[src/rtl/mem_arbiter.sv]
// ============================================================================
// Module   : mem_arbiter
// Purpose  : Shares one single-port word memory (one-cycle synchronous read)
//            between two requesters. Each granted access runs a fixed
//            IDLE -> MEM -> WAIT -> ACK sequence with registered memory-side
//            outputs and registered read data.
// Config   : MEM_ARB_ROUND_ROBIN_EN defined   -> round-robin on ties
//            MEM_ARB_ROUND_ROBIN_EN undefined -> port 0 always wins ties
// Ports    : clk, rst            clock, synchronous active-high reset
//            pN_req/we/addr/wdata  request from port N (held until pN_ack)
//            pN_ack, pN_rdata      one-cycle completion pulse, read data
//            mem_we/addr/in        memory write enable, address, write data
//            mem_out               memory read data (valid one cycle later)
//            busy                  high whenever the FSM is not in IDLE
// Revision : 1.0 - initial release
// ============================================================================
`default_nettype none

module mem_arbiter #(
  parameter int AW = 15,
  parameter int DW = 16
) (
  input  logic          clk,
  input  logic          rst,
  input  logic          p0_req,
  input  logic          p0_we,
  input  logic [AW-1:0] p0_addr,
  input  logic [DW-1:0] p0_wdata,
  output logic          p0_ack,
  output logic [DW-1:0] p0_rdata,
  input  logic          p1_req,
  input  logic          p1_we,
  input  logic [AW-1:0] p1_addr,
  input  logic [DW-1:0] p1_wdata,
  output logic          p1_ack,
  output logic [DW-1:0] p1_rdata,
  output logic          mem_we,
  output logic [AW-1:0] mem_addr,
  output logic [DW-1:0] mem_in,
  input  logic [DW-1:0] mem_out,
  output logic          busy
);

  typedef enum logic [1:0] {
    S_IDLE = 2'd0,
    S_MEM  = 2'd1,
    S_WAIT = 2'd2,
    S_ACK  = 2'd3
  } state_t;

  state_t        state_q;
  logic          gnt_q;      // granted port index of the access in flight
  logic          mem_we_q;
  logic [AW-1:0] mem_addr_q;
  logic [DW-1:0] mem_in_q;
  logic [DW-1:0] rdata_q;
  logic          p0_ack_q;
  logic          p1_ack_q;
  logic          busy_q;
  logic          sel1_d;     // arbitration result: 1 selects port 1

`ifdef MEM_ARB_ROUND_ROBIN_EN
  logic          last_q;     // port served most recently

  // On a tie the port that was not served last wins.
  always_comb begin
    sel1_d = p1_req && (!p0_req || !last_q);
  end
`else
  // Fixed priority: port 1 wins only when port 0 is not asking.
  always_comb begin
    sel1_d = p1_req && !p0_req;
  end
`endif

  always_ff @(posedge clk) begin
    if (rst) begin
      state_q    <= S_IDLE;
      gnt_q      <= 1'b0;
      mem_we_q   <= 1'b0;
      mem_addr_q <= '0;
      mem_in_q   <= '0;
      rdata_q    <= '0;
      p0_ack_q   <= 1'b0;
      p1_ack_q   <= 1'b0;
      busy_q     <= 1'b0;
`ifdef MEM_ARB_ROUND_ROBIN_EN
      last_q     <= 1'b1;        // port 0 wins the first tie
`endif
    end else begin
      case (state_q)
        S_IDLE: begin
          if (p0_req || p1_req) begin
            // Latch the winner's fields straight into the memory-side
            // output registers so they are presented during MEM.
            gnt_q      <= sel1_d;
            mem_we_q   <= sel1_d ? p1_we    : p0_we;
            mem_addr_q <= sel1_d ? p1_addr  : p0_addr;
            mem_in_q   <= sel1_d ? p1_wdata : p0_wdata;
            busy_q     <= 1'b1;
            state_q    <= S_MEM;
          end
        end
        S_MEM: begin
          mem_we_q <= 1'b0;          // write strobe lasts exactly one cycle
          state_q  <= S_WAIT;
        end
        S_WAIT: begin
          rdata_q  <= mem_out;       // read data valid one cycle after MEM
          p0_ack_q <= !gnt_q;
          p1_ack_q <= gnt_q;
          state_q  <= S_ACK;
        end
        S_ACK: begin
          // Returning to IDLE without arbitrating keeps a still-high req
          // from being served twice.
          p0_ack_q <= 1'b0;
          p1_ack_q <= 1'b0;
          busy_q   <= 1'b0;
`ifdef MEM_ARB_ROUND_ROBIN_EN
          last_q   <= gnt_q;
`endif
          state_q  <= S_IDLE;
        end
        default: begin
          state_q <= S_IDLE;
        end
      endcase
    end
  end

  assign p0_ack   = p0_ack_q;
  assign p1_ack   = p1_ack_q;
  assign p0_rdata = rdata_q;
  assign p1_rdata = rdata_q;
  assign mem_we   = mem_we_q;
  assign mem_addr = mem_addr_q;
  assign mem_in   = mem_in_q;
  assign busy     = busy_q;

endmodule

`default_nettype wire
[config.mk]
export PLATFORM = sky130hd
export DESIGN_NAME = mem_arbiter
export DESIGN_NICKNAME = d
export VERILOG_FILES = /design/src/rtl/mem_arbiter.sv
export SDC_FILE = /design/constraint.sdc
export NUM_CORES = 1
export LEC_CHECK = 0
export BUFFER_PORTS_ARGS = -buffer_cell sky130_fd_sc_hd__buf_2
export CORE_AREA = 2 2 80 82
export CTS_CLUSTER_DIAMETER = 120
export DETAILED_ROUTE_END_ITERATION = 6
export DIE_AREA = 0 0 82 84
export PLACE_DENSITY_LB_ADDON = 0.2
export SYNTH_ARGS = -nofsm -noshare
export SYNTH_HDL_FRONTEND = slang
export SYNTH_SLANG_ARGS = --single-unit
[constraint.sdc]
create_clock -name clk -period 2.6 [get_ports clk]
set_input_delay 0.39 -clock clk [delete_from_list [all_inputs] [get_ports clk]]
set_output_delay 0.39 -clock clk [all_outputs]
set_load 0.05 [all_outputs]
# [Word-level counts from Yosys, hierarchy flattened]
# Index checks and enable logic that the tools add are counted.
[word_totals] elab_cells=35 reg_bits=54 out_inout_bits=67 inputBits=84
[op_classes] eq_ne=4 reduce_logical=11 mux=11
[ops] cell="16-bit 2-to-1 mux" count=1
[ops] cell="15-bit 2-to-1 mux" count=1
[ops] cell="1-bit case mux with 2 select lines" count=4
[ops] cell="2-bit case mux with 4 select lines" count=1
[ops] cell="2-bit AND reduction" count=3
[ops] cell="2-bit nonzero test" count=3
[ops] cell="2-bit == test, second input constant" count=2
[ops] cell="1-bit 2-to-1 mux" count=3
[ops] cell="2-bit by 1-bit == test with 1-bit output, second input constant" count=1
[ops] cell="1-bit zero test" count=2
[ops] cell="2-bit zero test" count=1
[ops] cell="2-bit 2-to-1 mux" count=1
[ops] cell="2-bit inequality test, second input constant" count=1
[ops] cell="1-bit logical AND" count=1
[ops] cell="1-bit logical OR" count=1

# [Logic depth before layout (Yosys ltp)]
# Gate-level depths: netlist (run 1).
[logic_depth] ltp_word=5 depth_mapped=7 mapped_depth_nobuf=5

# [Worst setup path after synthesis (run 1)]
# Ideal clock, no wire load.
[synth_timing] path_kind="reg-to-reg" startpoint="register state_q[0]" endpoint="register mem_addr_q[10], in the netlist mem_addr[10]" path_stages_with_launch=7 period_less_slack_ns=1.457 setup_ns=0.138 t_required_ns=2.462 slack_ns=1.143 arrival_time_ns=1.319 n_path_buf=2 path_cell_list="dfxtp_1 inv_1 ha_1 o21a_1 buf_2 clkbuf_1 a211oi_1"
[synth_via] elab_chain_cells=2
[synth_lines] element="start: declaration" line_no="51" text="state_t state_q;"
[synth_lines] element="start signal: assignment" line_no="78" text="state_q <= S_IDLE;"
[synth_lines] element="start signal: assignment" line_no="101" text="state_q <= S_MEM;"
[synth_lines] element="start signal: assignment" line_no="106" text="state_q <= S_WAIT;"
[synth_lines] element="2-bit zero test" line_no="91" text="case (state_q)"
[synth_lines] element="2-bit AND reduction (no line)"
[synth_lines] element="end signal: assignment" line_no="98" text="mem_addr_q <= sel1_d ? p1_addr : p0_addr;"
[synth_lines] element="end: declaration" line_no="54" text="logic [AW-1:0] mem_addr_q;"
# Every way passes these cells.
# A chain may end at the register's enable or synchronous reset.

# [Worst setup path in the final report (run 1)]
[layout_timing] startpoint="register state_q[0]" endpoint="register mem_addr_q[8], in the netlist mem_addr[8]"
# The elaborated chain is that of the path after synthesis.

==> reports/metrics.csv, run 1 <==
metric;value;unit
status;finished, final reports clean;
yosysSeqAreaShare;44.6;%
drv_cap;0;
antenna_found_initial;0;
tightestPinTransition;0.550;ns
hold_viol_final;0;
overflow;0;
crit_chain;inv_1 -> ha_1 -> o21a_2 -> buf_12 -> nor2_1 -> a211oi_1;
synth_warnings;0;
required;2.81;ns
grt_first_pass_wirelength;8200;microns
wl;5170;microns
cts_setup_buffers;0;
fin_crit;1.87;ns
worstPathMaxFanout;41;
drtIter0Drc;50;
relSlewSlack;63.3;%
avgSynthCellArea;9.78;sq um
synth_seq_cells;54;
netlist_area;2420;sq um
drv_slew;0;
synth_cells;248;
critPathSlowestCell;o21a_2;
fmax;534;MHz
instances_no_fill;452;
gr-usage-all-layers;15.1;%
reg2reg_to;mem_addr[8];
io_pins;151;
endpoint_kind;flop;
ff2ff_setup_slack;0.73;ns
place_area;3100;sq um
via_per_inst;4.70;
final_common_cell;buf_2;
num_rows;29;
irDropWorstVdd;0.575;mV
tns;0;ns
start_kind;flop;
rsz0062_at_grt;no;
power_density;1230;nW/um^2
core-area;6100;sq um
syn2layout_area_growth;31.8;%
die_w;82;microns
max_stage_delay;0.46;ns
antenna_cells;0;
path_depth;6;
grt_pass1_vias;1884;
critPathKind;reg -> reg;
die_h;84;microns
path_delay_family;compound AO/OA/AOI/OAI gates;
cts_sinks;54;
register_area;1080;sq um
detail-route-antenna-nets;0;
clkLatencyLatePin;0.29;ns
start_util;39.8;%
hold_class;in -> reg;
root_buffer;clkbuf_8;
r2r_start;state_q[0];
die-area;6890;sq um
final_cell_mix;150 x buf_2, 54 x dfxtp_1, 50 x nor2_1;
post-route-util;52.4;%
drc;0;
hpwl;3990;microns
holdWs;0.327;ns
reg2reg_depth;6;
dr.pass1.iters;4;
nets;464;
path_buf_inv;2;
arrival;2.08;ns
cts_hold_buf;0;
ctsResizeCount;0;
crit_path_start;state_q[0];
dp.cells;444;
fillers;602;
setup_viol;0;
numCtsBuffers;5;
cts_htree_levels;2;
finClkSkew;0.00311;ns
drive_above_1_share;43.7;%
multi_input_area;1110;sq um
clockBufferDepth;2;
synthDistinctLibCells;19;
grt_max_degree;55;
wire_per_inst;11.4;microns
finalWeightedCongestion;0.824;
min_period_over_period;72.0;%
postLayoutCellArea;3200;sq um
synth_nets;338;
cts_tree;built;
port_buffers;150;
cts.clk_slew.worst_paths;0.09;ns
leakage;1.71;nW
via_count;2124;
crit_path_end;mem_addr[8];
## state kept, by name, summed over array words and instances (netlist names)
register,flops
busy,1
gnt_q,1
mem_addr,15
mem_in,16
mem_we,1
p0_ack,1
p0_rdata,16
p1_ack,1
state_q,2
## synthesized netlist by cell type
master	count	area share (%)
a211oi_1	34	11
a21oi_1	3	0.62
buf_2	7	1.4
buf_4	17	5.3
buf_6	3	1.4
clkbuf_1	8	1.2
dfxtp_1	54	45
ha_1	6	3.1
inv_1	4	0.62
mux2i_1	49	20
nand2_1	3	0.46
nand2b_1	1	0.26
nor2_1	50	7.7
nor3_1	2	0.41
nor3b_2	1	0.52
o21a_1	1	0.31
o21ai_0	2	0.41
o32ai_1	1	0.36
or3_1	2	0.52
## logic make-up after synthesis
kind of cell	share of synthesized area [%]
buffers and inverters	9.96
adder cells (fa/ha/maj)	3.10
flip-flops	44.6
multiplexers	20.2
AO/OA/AOI/OAI	12.2
AND/OR/NAND/NOR	9.91
## power breakdown
| group | internal [mW] | switching (mW) | leakage [nW] |
|---|---|---|---|
| registers | 1.10 | 0.144 | 0.445 |
| logic | 0.595 | 1.63 | 1.22 |
| clock network | 0.215 | 0.245 | 0.0482 |
| total | 1.91 | 2.01 | 1.71 |
## worst min path at each step
| stage | start | endpoint | slack, ns | cells past startpoint |
|---|---|---|---|---|
| 5_1_grt | mem_out[10] | p0_rdata[10] | 0.32 | 3 |
| 3_5_place_dp | p0_ack | p0_ack | 0.44 | 2 |
| 6_report | mem_out[11] | p0_rdata[11] | 0.33 | 3 |
| 3_3_place_gp | p0_ack | p0_ack | 0.44 | 2 |
| 2_1_floorplan | p0_req | gnt_q | 0.49 | 1 |
| 4_1_cts | mem_out[14] | p0_rdata[14] | 0.32 | 3 |
## per-stage QoR
| stage | setup slack (ns) | total power, mW |
|---|---|---|
| 5_1_grt | 0.491 | 4.19 |
| 3_5_place_dp | 0.751 | 3.50 |
| 3_3_place_gp | 0.816 | 3.47 |
| 2_1_floorplan | 1.14 | 3.07 |
| 4_1_cts | 0.715 | 3.98 |
| 6_report | 0.727 | 3.92 |
## cell type report
cell class,count,share of cell area (%)
clock buffers,7,2.70
clock inverters,1,0.157
inverters,4,0.470
multi-input cells,155,34.6
flip-flops and latches,54,33.8
well taps,77,3.01
repair buffers,154,25.2
## worst register-to-register path, cell delays in order, from the launching register on
cell and delay, ns:
dfxtp_1 0.35, inv_1 0.13, ha_1 0.30, o21a_2 0.46
buf_12 0.27, nor2_1 0.07, a211oi_1 0.21
## per-layer routing
layer | part of all wire, % | track usage (%) | vias up
met2 | 46 | 26.5 | 110
li1 | - | - | 1099
met4 | 0.60 | 4.09 | 0
met1 | 43 | 16.9 | 913
met5 | 0 | 0 | -
met3 | 11 | 5.41 | 2
No activity file was read; power rests on OpenSTA's default activity.
==> inputs of run 2 (changes only) <==
--- a/config.mk
+++ b/config.mk
@@ -6,10 +6,10 @@
 export NUM_CORES = 1
 export LEC_CHECK = 0
 export BUFFER_PORTS_ARGS = -buffer_cell sky130_fd_sc_hd__buf_2
-export CORE_AREA = 2 2 80 82
+export CORE_AREA = 2 2 83 85
 export CTS_CLUSTER_DIAMETER = 120
 export DETAILED_ROUTE_END_ITERATION = 6
-export DIE_AREA = 0 0 82 84
+export DIE_AREA = 0 0 85 87
 export PLACE_DENSITY_LB_ADDON = 0.2
 export SYNTH_ARGS = -nofsm -noshare
 export SYNTH_HDL_FRONTEND = slang
==> constraint.sdc (replaced) <==
create_clock -name clk -period 1.68 [get_ports clk]
set_input_delay 0.252 -clock clk [delete_from_list [all_inputs] [get_ports clk]]
set_output_delay 0.252 -clock clk [all_outputs]
set_load 0.05 [all_outputs]
==> run 2 against run 1 <==
  * Hold slack lost 0.14 ns
  * Clock power up 54%
  * Final cell count up 0.88%
  * Highest routed layer unchanged
==> reports/metrics.csv, run 2 (synthesis gave the netlist of run 1 again) <==
metric;value;unit
place_area;3140;sq um
hold_class;in -> reg;
drive_above_1_share;44.4;%
holdWs;0.185;ns
cts.clk_slew.worst_paths;0.09;ns
crit_chain;inv_1 -> ha_2 -> o21a_2 -> buf_12 -> nand2_1 -> a211oi_1;
rsz0062_at_grt;no;
path_delay_family;compound AO/OA/AOI/OAI gates;
finalWeightedCongestion;0.717;
critPathSlowestCell;dfxtp_1;
critPathKind;reg -> reg;
final_cell_mix;150 x buf_2, 54 x dfxtp_1, 50 x nor2_1;
min_period_over_period;91.9;%
tns;0;ns
hpwl;4140;microns
clockBufferDepth;2;
arrival;1.76;ns
grt_max_degree;40;
drv_slew;0;
final_common_cell;buf_2;
start_kind;flop;
wl;5480;microns
overflow;0;
cts_tree;built;
register_area;1080;sq um
drv_cap;0;
io_pins;151;
max_stage_delay;0.35;ns
wire_per_inst;12.0;microns
relSlewSlack;76.4;%
gr-usage-all-layers;14.6;%
via_count;2106;
numCtsBuffers;5;
tightestPinTransition;0.355;ns
fillers;642;
core-area;6570;sq um
die_h;87;microns
cts_sinks;54;
syn2layout_area_growth;33.5;%
antenna_found_initial;0;
leakage;1.73;nW
worstPathMaxFanout;39;
power_density;1890;nW/um^2
via_per_inst;4.62;
die-area;7400;sq um
status;finished, final reports clean;
drtIter0Drc;55;
port_buffers;150;
dr.pass1.iters;4;
start_util;36.9;%
fmax;648;MHz
drc;0;
finClkSkew;0.00463;ns
irDropWorstVdd;0.764;mV
fin_crit;1.54;ns
num_rows;30;
root_buffer;clkbuf_8;
clkLatencyLatePin;0.30;ns
setup_viol;0;
die_w;85;microns
required;1.89;ns
multi_input_area;1110;sq um
nets;467;
endpoint_kind;flop;
grt_pass1_vias;1882;
hold_viol_final;0;
postLayoutCellArea;3240;sq um
detail-route-antenna-nets;0;
power;6.13;mW
grt_first_pass_wirelength;8660;microns
antenna_cells;0;
cts_htree_levels;2;
path_buf_inv;2;
[run 2: what timing repair did]
item | in CTS | in global routing
gates resized for setup | 0 | 3
buffers inserted | 0 | 0
setup endpoints to repair | 0 | 19
hold buffers | 0 | 0
[run 2: power by group]
| part | internal [mW] | total, mW | switching [mW] | leakage (nW) |
|---|---|---|---|---|
| combinational | 0.971 | 3.51 | 2.53 | 1.24 |
| sequential | 1.69 | 1.92 | 0.220 | 0.445 |
| clock | 0.319 | 0.707 | 0.388 | 0.0431 |
[run 2: routing by layer]
metal,vias to the layer above,global-route usage [%],part of all wire [%]
li1,1100,-,-
met1,896,18.2,45
met2,106,24.1,45
met3,4,4.64,9.3
met4,0,4.76,1.1
met5,-,0,0
[run 2: tightest hold or removal path, delay by kind of cell]
family,cells,cell delay (ns)
AND/OR/NAND/NOR,1,0.07
multiplexers,1,0.06
buffers and inverters,1,0.07
[run 2: layout make-up]
type,count,share of cell area (%)
Inverter,4,0.464
Timing Repair Buffer,157,26.1
Tap cell,80,3.09
Sequential cell,54,33.4
Clock buffer,6,2.55
Multi-Input combinational cell,155,34.4
[run 2: final timing paths]
kind	endpoint	slack, ns	start	depth (start not counted)
setup reg to reg	mem_we	0.14	state_q[0]	6
hold / removal	p0_rdata[9]	0.19	mem_out[9]	3
hold reg to reg	p0_ack	0.45	p0_ack	2
setup / recovery	mem_we	0.14	state_q[0]	6
[run 2: per-stage QoR]
step	cells	setup slack, ns	utilization (%)
after floorplan	248	0.223	-
after global placement	450	0.183	47.8
after detailed placement	450	0.0567	47.8
after CTS	456	0.0311	49.1
after global routing	456	0.0132	49.3
final	456	0.136	49.3
==> inputs of run 3 (changes only) <==
--- a/config.mk
+++ b/config.mk
@@ -6,10 +6,13 @@
 export NUM_CORES = 1
 export LEC_CHECK = 0
 export BUFFER_PORTS_ARGS = -buffer_cell sky130_fd_sc_hd__buf_2
-export CORE_AREA = 2 2 83 85
+export CELL_PAD_IN_SITES_DETAIL_PLACEMENT = 1
+export CELL_PAD_IN_SITES_GLOBAL_PLACEMENT = 1
+export CORE_AREA = 2 2 93 95
 export CTS_CLUSTER_DIAMETER = 120
 export DETAILED_ROUTE_END_ITERATION = 6
-export DIE_AREA = 0 0 85 87
+export DIE_AREA = 0 0 95 97
+export GPL_ROUTABILITY_DRIVEN = 0
 export PLACE_DENSITY_LB_ADDON = 0.2
 export SYNTH_ARGS = -nofsm -noshare
 export SYNTH_HDL_FRONTEND = slang
==> constraint.sdc (replaced) <==
create_clock -name clk -period 1.64 [get_ports clk]
set_input_delay 0.246 -clock clk [delete_from_list [all_inputs] [get_ports clk]]
set_output_delay 0.246 -clock clk [all_outputs]
set_load 0.05 [all_outputs]
==> run 3 against run 2 <==
  * Combinational power increased by 8.8%
  * Sequential power increased by 3%
  * Setup slack improved by 0.034 ns
  * Clock-buffer cell count increased by 1
  * Wire length increased by 15%
  * Die area increased by 25%
  * Maximum frequency increased by 5.0%
  * Register-to-register slack improved by 0.03 ns
  * Critical endpoint is now busy
  * Largest power group unchanged
==> reports/metrics.csv, run 3 (synthesis gave the netlist of run 1 again) <==
metric;value;unit
status;finished, final reports clean;
io_pins;151;
p_comb_share;58.3;%
detail-route-antenna-nets;0;
arrival;1.71;ns
wire_per_inst;13.1;microns
drv_slew;0;
finClkSkew;0.00797;ns
clkLatencyLatePin;0.30;ns
place_area;3190;sq um
dp_slack;-0.00353;ns
start_util;29.8;%
setup_viol;0;
port_buffers;150;
pwr-share-seq;30.1;%
final_cell_mix;150 x buf_2, 54 x dfxtp_1, 50 x nor2_1;
rsz0062_at_grt;no;
p_switching;3.33;mW
tns;0;ns
irDropWorstVdd;0.589;mV
start_kind;flop;
p_clk_share;11.6;%
hold_class;in -> reg;
cts_setup_buffers;0;
die_w;95;microns
holdWs;0.179;ns
critPathKind;reg -> reg;
drv_cap;0;
relSlewSlack;80.4;%
crit_chain;inv_1 -> ha_4 -> nor3b_4 -> or3_1 -> a21oi_1;
required;1.88;ns
dr.pass1.iters;4;
grt_pass1_vias;2087;
fin_ws;0.170;ns
num_rows;33;
postLayoutCellArea;3330;sq um
power;6.54;mW
cts_sinks;54;
worstPathMaxFanout;7;
max_stage_delay;0.44;ns
hpwl;4680;microns
drtIter0Drc;20;
gr-usage-all-layers;13.1;%
wl;6310;microns
cts_hold_buf;0;
via_count;2209;
p_sw_share;50.9;%
clockBufferDepth;2;
numCtsBuffers;5;
fmax;680;MHz
antenna_found_initial;0;
die_h;97;microns
dp.cells;474;
tightestPinTransition;0.293;ns
grt_max_degree;55;
nets;467;
leakage;1.75;nW
critPathSlowestCell;dfxtp_1;
core-area;8130;sq um
drc;0;
post-route-util;41.0;%
internal_power;3.21;mW
grt_first_pass_wirelength;9710;microns
drive_above_1_share;44.7;%
cts_tree;built;
final_common_cell;buf_2;
syn2layout_area_growth;37.5;%
endpoint_kind;flop;
fin_crit;1.47;ns
cts_htree_levels;2;
die-area;9220;sq um
power_density;1960;nW/um^2
root_buffer;clkbuf_8;
cts.clk_slew.worst_paths;0.10;ns
overflow;0;
instances_no_fill;483;
path_buf_inv;1;
via_per_inst;4.57;
path_delay_family;simple AND/OR/NAND/NOR gates;
antenna_cells;0;
min_period_over_period;89.6;%
hold_viol_final;0;
run 3: cell types whose count changed in the layout (fill, tap and decap cells not counted), sizes merged:
cell and delta:
clkbuf +2, buf -1, clkinv +1
run 3: final cells by class:
| type | instances | area (sq um) |
|---|---|---|
| Multi-Input combinational cell | 155 | 1130 |
| Tap cell | 105 | 131 |
| Clock buffer | 7 | 86.3 |
| Inverter | 4 | 15.0 |
| Timing Repair Buffer | 157 | 883 |
| Sequential cell | 54 | 1080 |
| Clock inverter | 1 | 5.00 |
| Fill cell | 967 | 4800 |
run 3: worst paths after layout:
| kind | cells past startpoint | startpoint | slack [ns] | end |
|---|---|---|---|---|
| setup / recovery | 5 | state_q[1] | 0.17 | busy |
| hold / removal | 3 | mem_out[3] | 0.18 | p0_rdata[3] |
| setup reg to reg | 5 | state_q[1] | 0.17 | busy |
| hold reg to reg | 2 | p0_ack | 0.45 | p0_ack |
run 3: worst reg2reg max path: cells and delay by family, from the launching register on:
family,cells,cell delay [ns]
flops,1,0.44
simple gates,2,0.52
compound gates,1,0.12
fa+ha+maj,1,0.20
buf+inv,1,0.13
run 3: power groups by stage:
stage / logic (mW) / clock network, mW / registers (mW)
floorplan: 1.53 / 0 / 3.34
finish: 3.82 / 0.761 / 1.97
global placement: 3.66 / 0 / 1.98
detailed placement: 3.71 / 0 / 2.00
global route: 4.10 / 0.855 / 2.04
CTS: 3.73 / 0.805 / 1.97
run 3: what timing repair did:
item / CTS / global route
setup endpoints to repair: 2 / 17
cloned: 0 / 1
gates resized for setup: 1 / 4
run 3: metal layers:
layer / part of all wire [%] / GRT usage (%) / vias to the layer above / routed length, microns
met5: 0 / 0 / - / 0
met1: 42 / 15.3 / 990 / 2640
met3: 10 / 4.75 / 7 / 647
li1: - / - / 1105 / -
met4: 1.2 / 3.68 / 0 / 75
met2: 47 / 22.1 / 107 / 2940
